==> src/rtl/lamp_i2f_pipe.sv <==
// lamp_i2f_pipe: integer to packed float converter with internal rounding (RNE/RTZ/RDN/RUP).
// Latency: 3 cycles from acceptance to out_valid_o, throughput 1 per cycle, strictly in order.
// Backpressure: one global advance (~out_valid_o | out_ready_i); when it is low every stage holds.
//
// Ports:
//   clk, rst               clock, synchronous active-high reset
//   in_valid_i/in_ready_o  operand handshake; op_i, signed_i, rnd_mode_i travel with it
//   out_valid_o/out_ready_i result handshake; res_o = {sign, exp, fract}, inexact_o, overflow_o
//   tag_i/tag_o            sideband tag, present only when LAMP_I2F_TAG_EN is defined
// Optional build macro: LAMP_I2F_TAG_EN
module lamp_i2f_pipe #(
  parameter int INT_DW = 32,
  parameter int E_DW   = 8,
  parameter int F_DW   = 7,
  parameter int E_BIAS = 2**(E_DW-1)-1,
  parameter int TAG_DW = 4
) (
  input  logic                 clk,
  input  logic                 rst,
  input  logic                 in_valid_i,
  output logic                 in_ready_o,
  input  logic [INT_DW-1:0]    op_i,
  input  logic                 signed_i,
  input  logic [1:0]           rnd_mode_i,
`ifdef LAMP_I2F_TAG_EN
  input  logic [TAG_DW-1:0]    tag_i,
  output logic [TAG_DW-1:0]    tag_o,
`endif
  output logic                 out_valid_o,
  input  logic                 out_ready_i,
  output logic [E_DW+F_DW:0]   res_o,
  output logic                 inexact_o,
  output logic                 overflow_o
);

  localparam logic [1:0] RM_RNE = 2'b00;
  localparam logic [1:0] RM_RTZ = 2'b01;
  localparam logic [1:0] RM_RDN = 2'b10;
  localparam logic [1:0] RM_RUP = 2'b11;

  localparam int LZW = $clog2(INT_DW) + 1;
  // exponent arithmetic width: room for unbiased exponent + bias + carry without wrapping
  localparam int XW  = ((E_DW > LZW) ? E_DW : LZW) + 2;
  // bits below the hidden one, padded so fraction/guard/sticky always exist
  localparam int NW  = INT_DW + F_DW + 1;

  localparam logic [XW-1:0] EXP_INF = XW'((1 << E_DW) - 1);
  localparam logic [XW-1:0] BIAS    = XW'(E_BIAS);

  if (INT_DW < 2 || TAG_DW < 1) begin : gParamCheck
    $error("lamp_i2f_pipe: INT_DW must be >= 2 and TAG_DW >= 1");
  end

  logic adv;
  assign adv        = ~out_valid_o | out_ready_i;
  assign in_ready_o = adv;

  // ---------------- S1: sign / magnitude ----------------
  logic              opNeg;
  logic [INT_DW-1:0] opMag;
  assign opNeg = signed_i & op_i[INT_DW-1];
  // negating the most negative value wraps to itself, which read unsigned is 2^(INT_DW-1)
  assign opMag = opNeg ? (-op_i) : op_i;

  logic              s1Vld, s1Sign, s1Zero;
  logic [INT_DW-1:0] s1Mag;
  logic [1:0]        s1Rnd;

  always_ff @(posedge clk) begin
    if (rst) begin
      s1Vld  <= 1'b0;
      s1Sign <= 1'b0;
      s1Zero <= 1'b0;
      s1Mag  <= '0;
      s1Rnd  <= '0;
    end else if (adv) begin
      s1Vld  <= in_valid_i;
      s1Sign <= opNeg;
      s1Zero <= (op_i == '0);
      s1Mag  <= opMag;
      s1Rnd  <= rnd_mode_i;
    end
  end

  // ---------------- S2: normalise ----------------
  logic [LZW-1:0]    lz;
  logic [INT_DW-1:0] shifted;
  logic [NW-1:0]     normExt;
  logic [F_DW-1:0]   nFract;
  logic              nGuard, nSticky, hidden;
  logic [LZW-1:0]    eUnb;

  always_comb begin
    lz = '0;
    // highest set bit wins because it is visited last
    for (int i = 0; i < INT_DW; i++) begin
      if (s1Mag[i]) lz = LZW'(INT_DW - 1 - i);
    end
  end

  assign shifted = s1Mag << lz;
  assign hidden  = shifted[INT_DW-1];
  assign normExt = {shifted[INT_DW-2:0], {(F_DW+2){1'b0}}};
  assign nFract  = normExt[NW-1 -: F_DW];
  assign nGuard  = normExt[NW-1-F_DW];
  assign nSticky = |normExt[NW-2-F_DW:0];
  assign eUnb    = LZW'(INT_DW - 1) - lz;

  logic            s2Vld, s2Sign, s2Zero, s2Guard, s2Sticky;
  logic [1:0]      s2Rnd;
  logic [LZW-1:0]  s2Exp;
  logic [F_DW-1:0] s2Fract;

  always_ff @(posedge clk) begin
    if (rst) begin
      s2Vld    <= 1'b0;
      s2Sign   <= 1'b0;
      s2Zero   <= 1'b0;
      s2Guard  <= 1'b0;
      s2Sticky <= 1'b0;
      s2Rnd    <= '0;
      s2Exp    <= '0;
      s2Fract  <= '0;
    end else if (adv) begin
      s2Vld    <= s1Vld;
      s2Sign   <= s1Sign;
      // the hidden bit is only clear for a zero magnitude
      s2Zero   <= s1Zero | ~hidden;
      s2Guard  <= nGuard;
      s2Sticky <= nSticky;
      s2Rnd    <= s1Rnd;
      s2Exp    <= eUnb;
      s2Fract  <= nFract;
    end
  end

  // ---------------- S3: round / pack ----------------
  logic            inc, carry, ovf, toInf, inexact;
  logic [F_DW:0]   mantInc;
  logic [XW-1:0]   expB;
  logic [E_DW+F_DW:0] resN;

  always_comb begin
    inc = 1'b0;
    case (s2Rnd)
      RM_RNE:  inc = s2Guard & (s2Sticky | s2Fract[0]);
      RM_RTZ:  inc = 1'b0;
      RM_RDN:  inc = s2Sign & (s2Guard | s2Sticky);
      RM_RUP:  inc = ~s2Sign & (s2Guard | s2Sticky);
      default: inc = 1'b0;
    endcase
  end

  // a carry out leaves the fraction field all zeros, so it can be used as-is
  assign mantInc = {1'b0, s2Fract} + (F_DW+1)'(inc);
  assign carry   = mantInc[F_DW];
  assign expB    = XW'(s2Exp) + BIAS + XW'(carry);
  assign ovf     = (expB >= EXP_INF);
  assign toInf   = (s2Rnd == RM_RNE) | ((s2Rnd == RM_RUP) & ~s2Sign) | ((s2Rnd == RM_RDN) & s2Sign);
  assign inexact = s2Guard | s2Sticky | ovf;

  always_comb begin
    resN = '0;
    if (s2Zero) begin
      resN = '0;
    end else if (ovf) begin
      if (toInf) resN = {s2Sign, {E_DW{1'b1}}, {F_DW{1'b0}}};
      else       resN = {s2Sign, {(E_DW-1){1'b1}}, 1'b0, {F_DW{1'b1}}};
    end else begin
      resN = {s2Sign, expB[E_DW-1:0], mantInc[F_DW-1:0]};
    end
  end

  always_ff @(posedge clk) begin
    if (rst) begin
      out_valid_o <= 1'b0;
      res_o       <= '0;
      inexact_o   <= 1'b0;
      overflow_o  <= 1'b0;
    end else if (adv) begin
      out_valid_o <= s2Vld;
      res_o       <= resN;
      inexact_o   <= ~s2Zero & inexact;
      overflow_o  <= ~s2Zero & ovf;
    end
  end

`ifdef LAMP_I2F_TAG_EN
  logic [TAG_DW-1:0] s1Tag, s2Tag;

  always_ff @(posedge clk) begin
    if (rst) begin
      s1Tag <= '0;
      s2Tag <= '0;
      tag_o <= '0;
    end else if (adv) begin
      s1Tag <= tag_i;
      s2Tag <= s1Tag;
      tag_o <= s2Tag;
    end
  end
`endif

endmodule

==> config.mk <==
export PLATFORM = sky130hd
export DESIGN_NAME = lamp_i2f_pipe
export DESIGN_NICKNAME = d
export VERILOG_FILES = /design/src/rtl/lamp_i2f_pipe.sv
export SDC_FILE = /design/constraint.sdc
export NUM_CORES = 1
export LEC_CHECK = 0
export CAP_MARGIN = 25
export CORE_AREA = 2 2 122 124
export DETAILED_ROUTE_END_ITERATION = 6
export DIE_AREA = 0 0 124 126
export GPL_ROUTABILITY_DRIVEN = 1
export MAX_ROUTING_LAYER = met4
export SETUP_SLACK_MARGIN = 0.1
export SLEW_MARGIN = 15
export SYNTH_ARGS = -nofsm -noshare
export SYNTH_HDL_FRONTEND = slang
export SYNTH_SLANG_ARGS = --single-unit
==> constraint.sdc <==
create_clock -name clk -period 4.85 [get_ports clk]
set_input_delay 0.7275 -clock clk [delete_from_list [all_inputs] [get_ports clk]]
set_output_delay 0.7275 -clock clk [all_outputs]
set_load 0.03 [all_outputs]
==> results of run 1 <==
==> area by class of cell <==
type	count	area, µm²
multi-input cells	599	3840
inverters	12	45.0
repair buffers	68	658
clock buffers	9	225
well taps	184	230
fillers	1467	7710
flip-flops and latches	75	1500
clock inverters	7	100
==> critical path, cell delays in order, from the launching register on <==
cell and delay, ns:
dfxtp_1 0.55, or4_1 0.32, o221ai_1 0.16, a311oi_2 0.52, o31a_1 0.73, nor2_1 0.29, a22oi_1 0.28, o2111ai_1 0.15
nor4_1 0.36, o21ai_0 0.15, nor4_1 0.33, o41ai_1 0.12
==> cell usage in the layout, fill, tap and decap left out, types with 8 or more instances in the layout <==
cell type / n
mux2i_1: 33
nor4_1: 13
a311oi_1: 8
or3_1: 11
or4_1: 9
nand2_1: 73
clkbuf_16: 9
xnor2_1: 9
a22oi_1: 13
nor2_1: 100
dfxtp_1: 75
a211oi_1: 34
clkdlybuf4s50_1: 57
xor2_1: 24
nor3_1: 32
a21oi_1: 60
nand3_1: 10
mux2_2: 18
buf_4: 9
o21ai_0: 35
inv_1: 11
==> power by group through the flow <==
| stage | registers [mW] | clock network, mW | logic (mW) |
|---|---|---|---|
| floorplan | 0.772 | 0 | 0.626 |
| global placement | 0.780 | 0 | 0.852 |
| detailed placement | 0.782 | 0 | 0.859 |
| CTS | 0.768 | 0.750 | 0.863 |
| global route | 0.783 | 0.778 | 0.957 |
| finish | 0.771 | 0.733 | 0.879 |
==> cell families after synthesis <==
kind of cell / after synthesis / synth area share [%]
compound gates: 222 / 27.3
fa+ha+maj: 6 / 1.33
mux: 53 / 9.96
flops: 75 / 26.7
xor+xnor: 33 / 5.14
simple gates: 285 / 24.1
buf+inv: 73 / 5.47
==> path summary, 6_finish.rpt <==
check | endpoint | slack (ns)
hold / removal | s1Vld$_SDFFE_PP0P_ | 0.45
setup reg to reg | s2Sticky$_SDFFE_PP0P_ | 0.73
hold reg to reg | s1Vld$_SDFFE_PP0P_ | 0.45
setup / recovery | s2Sticky$_SDFFE_PP0P_ | 0.73
==> layer usage <==
metal / track usage, % / wire length [µm] / share of wire [%]
met1: 29.7 / 7600 / 47
met2: 34.1 / 7340 / 46
met3: 3.62 / 789 / 4.9
met4: 6.35 / 282 / 1.8
met5: - / 0 / 0
==> per-stage QoR <==
| stage | util (%) | hold WS [ns] | total power [mW] | cells |
|---|---|---|---|---|
| after global placement | 43.7 | 0.439 | 1.63 | 937 |
| final | 46.1 | 0.451 | 2.38 | 954 |
| after CTS | 46.0 | 0.454 | 2.38 | 953 |
| after floorplan | - | 0.432 | 1.40 | 747 |
| after global routing | 46.1 | 0.470 | 2.52 | 954 |
| after detailed placement | 43.7 | 0.445 | 1.64 | 937 |
==> sequential cells by signal, summed over array words and instances (netlist names), 2 cells and up <==
register / count
s2Exp: 5
s1Mag: 32
s1Rnd: 2
res_o: 16
s2Fract: 7
s2Rnd: 2
==> synth_stat cells (10+ instances only) <==
master	count	area [µm²]
o21ai_0	35	175
mux2_2	18	203
dfxtp_1	75	1500
nor4_1	13	81.3
xor2_1	24	210
nor2_1	100	375
a22oi_1	13	97.6
nand3_1	10	50.1
inv_1	11	41.3
nor3_1	32	160
clkbuf_1	39	146
mux2i_1	33	330
nand2_1	73	274
buf_2	11	55.1
or3_1	11	68.8
a21oi_1	60	300
a211oi_1	34	255
==> impl_metrics.json, run 1 <==
{
  "dr.pass1.iters": 5,
  "min_from": "s1Vld$_SDFFE_PP0P_",
  "initial_core_util_pct": 39.3,
  "path_clk_slew_ns": 0.06,
  "place_congestion": 0.920,
  "io_buffers": 58,
  "r2r_start": "s1Mag[17]$_SDFFE_PP0P_",
  "dpl.hpwl_um": 11700,
  "synth_area_per_cell_um2": 7.53,
  "post_cts_resized": 0,
  "final.min_clock_period_ns": 4.12,
  "status": "finished clean",
  "clockRootBuffer": "clkbuf_16",
  "async_reset_ff_share_pct": 0,
  "synth_edf_count": 0,
  "rsz0062_at_grt": "no",
  "area_growth_pct": 17.3,
  "ys_seq_area_share_pct": 26.7,
  "overflow": 0,
  "p_switching_uw": 873,
  "netlist_area_um2": 5630,
  "crit_fanout": 17,
  "path_class": "flop to flop",
  "whs_path_depth": 2,
  "die_w_um": 124,
  "grt_pass1_vias": 5363,
  "clk_latency_ns": 0.34,
  "hold_class": "flop to flop",
  "ff2ff_path_depth": 11,
  "internal_power_mw": 1.51,
  "yosys_warnings": 0,
  "ys_ff_latch": 75,
  "pre_cts_ws_ns": 0.555,
  "cts_setup_buffers": 0,
  "max-slew-margin-rel_pct": 43.1,
  "arrival_ns": 4.32,
  "drtIter0Drc": 378,
  "grt_pass1_wl_um": 26900,
  "synth_cell_types": 74,
  "synth_ff_type": "dfxtp_1",
  "cap_violations": 0,
  "max_freq_ghz": 0.243,
  "design_area_um2": 6600,
  "tightest_slew_ns": 0.845,
  "grt_max_degree": 68,
  "vias": 5665,
  "drc": 0,
  "wirelength_um": 16000,
  "swShare_pct": 36.6,
  "drive_gt1_share_pct": 9.22,
  "place_area_um2": 6260,
  "p_per_area_nw_per_um2": 361,
  "nets": 810,
  "wl_per_cell_um": 16.8,
  "htree_levels": 3,
  "setup_viol": 0,
  "clock_sinks": 75,
  "vdd_drop_max_v": 0.000194,
  "n_antenna_cell": 0,
  "fin_setup_tns_ns": 0,
  "hold_buffers": 0,
  "track_usage_pct": 22.1,
  "power_frac_clock_pct": 30.8,
  "ant_nets": 0,
  "pwr-share-comb_pct": 36.9,
  "layout_setup_ws_ns": 0.731,
  "power_leakage_nw": 2.43,
  "ctsLongestPathBuffers": 2,
  "finalCritPeriodShare_pct": 84.9,
  "p_seq_share_pct": 32.3,
  "synth_nets": 792,
  "via_per_inst": 5.94,
  "row_count": 44,
  "startpoint": "s1Mag[17]$_SDFFE_PP0P_",
  "hold_viol_final": 0,
  "die_h_um": 126,
  "postSynthCellCount": 747,
  "dieArea_um2": 15600,
  "tritoncts": "done",
  "antenna_found_initial": 0,
  "numCtsBuffers": 9,
  "finClkSkew_ns": 0.00649,
  "required_ns": 5.05,
  "critPathLaunchType": "flop",
  "io_pins": 59,
  "core-area_um2": 14300,
  "drv_slew": 0,
  "end_kind": "flop"
}
Power figures use the tool's default switching activity.
==> run 2: changes to the inputs <==
==> constraint.sdc (replaced) <==
create_clock -name clk -period 4.15 [get_ports clk]
set_input_delay 0.6225 -clock clk [delete_from_list [all_inputs] [get_ports clk]]
set_output_delay 0.6225 -clock clk [all_outputs]
set_load 0.03 [all_outputs]
==> run 2 against run 1 <==
  * Cell area grew 1.5%
  * Core utilization grew 0.71 points
  * Clock skew increased by 0.0021 ns
  * Register-to-register slack lost 0.47 ns
  * Global-route usage increased by 0.40 points
==> impl_metrics.json, run 2 (synthesis results as in run 1) <==
{
  "final_util_pct": 46.8,
  "die_h_um": 126,
  "fillers": 1477,
  "grt_pass1_vias": 5390,
  "critPathLaunchType": "flop",
  "reg.largest.list": "s1Mag (32), res_o (16), s2Fract (7)",
  "ctsLongestPathBuffers": 2,
  "arrival_ns": 4.11,
  "hold_viol_final": 0,
  "power_leakage_nw": 2.49,
  "htree_levels": 3,
  "tightest_slew_ns": 0.749,
  "ant_nets": 0,
  "io_pins": 59,
  "max-slew-margin-rel_pct": 49.7,
  "hold_class": "flop to flop",
  "core-area_um2": 14300,
  "design_area_um2": 6700,
  "rsz0062_at_grt": "no",
  "regMostFlops": "s1Mag",
  "initial_core_util_pct": 39.3,
  "final_cell_mix": "100 x nor2_1, 75 x dfxtp_1, 73 x nand2_1",
  "slowest_stage": "or4_4",
  "fin_setup_tns_ns": 0,
  "wl_per_cell_um": 17.0,
  "final.min_clock_period_ns": 3.89,
  "dpl.hpwl_um": 12300,
  "io_buffers": 58,
  "cap_violations": 0,
  "cp_num_buf_inv": 0,
  "tritoncts": "done",
  "dr.pass1.iters": 5,
  "die_w_um": 124,
  "max_freq_ghz": 0.257,
  "p_total_mw": 2.73,
  "nets": 825,
  "track_usage_pct": 22.5,
  "final_common_cell": "nor2_1",
  "hold_buffers": 0,
  "n_antenna_cell": 0,
  "clockRootBuffer": "clkbuf_16",
  "vdd_drop_max_v": 0.000184,
  "dieArea_um2": 15600,
  "slowest_delay_ns": 0.58,
  "clock_sinks": 75,
  "drtIter0Drc": 362,
  "crit_chain": "or4_4 -> o211a_4 -> o21ai_4 -> nand2_4 -> mux2i_1 -> o22ai_1 -> or4_1 -> a211oi_1 -> o21ai_0 -> nor4_1 -> o41ai_1",
  "antenna_found_initial": 0,
  "place_congestion": 0.885,
  "vias": 5705,
  "numCtsBuffers": 9,
  "row_count": 44,
  "place_area_um2": 6390,
  "status": "finished clean",
  "required_ns": 4.37,
  "wirelength_um": 16400,
  "finClkSkew_ns": 0.00863,
  "area_growth_pct": 19.1,
  "path_class": "flop to flop",
  "finalCritPeriodShare_pct": 93.8,
  "drv_slew": 0,
  "via_per_inst": 5.89,
  "crit_fanout": 12,
  "cpLargestDelayFamily": "simple AND/OR/NAND/NOR gates",
  "p_per_area_nw_per_um2": 407,
  "grt_pass1_wl_um": 27600,
  "path_clk_slew_ns": 0.06,
  "end_kind": "flop",
  "overflow": 0,
  "largest_register_ffs": 32,
  "clk_latency_ns": 0.34,
  "grt_max_degree": 67,
  "drive_gt1_share_pct": 11.2,
  "drc": 0,
  "setup_viol": 0
}
[run 2: final timing paths]
path | start | endpoint | slack [ns] | cells after the start
max | s1Mag[4]$_SDFFE_PP0P_ | s2Sticky$_SDFFE_PP0P_ | 0.26 | 11
min | s1Sign$_SDFFE_PP0P_ | s1Sign$_SDFFE_PP0P_ | 0.45 | 2
max reg2reg | s1Mag[4]$_SDFFE_PP0P_ | s2Sticky$_SDFFE_PP0P_ | 0.26 | 11
min reg2reg | s1Sign$_SDFFE_PP0P_ | s1Sign$_SDFFE_PP0P_ | 0.45 | 2
[run 2: report_power, final]
group          total [mW]  internal, mW  switching (mW)
clock               0.765         0.463           0.303
combinational        1.06         0.461           0.600
sequential          0.900         0.796           0.104
[run 2: worst reg2reg max path, delay by kind of cell, from the launching register on]
kind / cells / cell delay (ns)
mux: 1 / 0.49
compound gates: 6 / 1.31
simple gates: 4 / 1.59
flops: 1 / 0.40
[run 2: final cells by class]
cell class              count  area (µm²)  share of cell area [%]
clock buffers               9         225                    3.36
clock inverters             6        65.1                   0.971
inverters                  12        45.0                   0.672
multi-input cells         599        3860                    57.6
flip-flops and latches     75        1500                    22.4
well taps                 184         230                    3.43
repair buffers             83         776                    11.6
[run 2: repair_timing]
item	in CTS	in global routing
gates resized for setup	0	3
endpoints found under the setup margin	0	1
buffers inserted	0	1
[run 2: per-layer routing]
| layer | track usage (%) | wire length (µm) | vias up |
|---|---|---|---|
| met3 | 2.67 | 742 | 23 |
| met4 | 6.41 | 276 | 0 |
| li1 | - | - | 2834 |
| met1 | 31.5 | 7990 | 2705 |
| met5 | - | 0 | - |
| met2 | 34.0 | 7410 | 143 |
[run 2: stage by stage]
step                hold WS [ns]  cells  worst slack, ns
floorplan                  0.432    747            0.692
global placement           0.441    952           0.0339
detailed placement         0.446    952          -0.0739
CTS                        0.455    967            0.264
global route               0.471    968            0.105
finish                     0.451    968            0.257
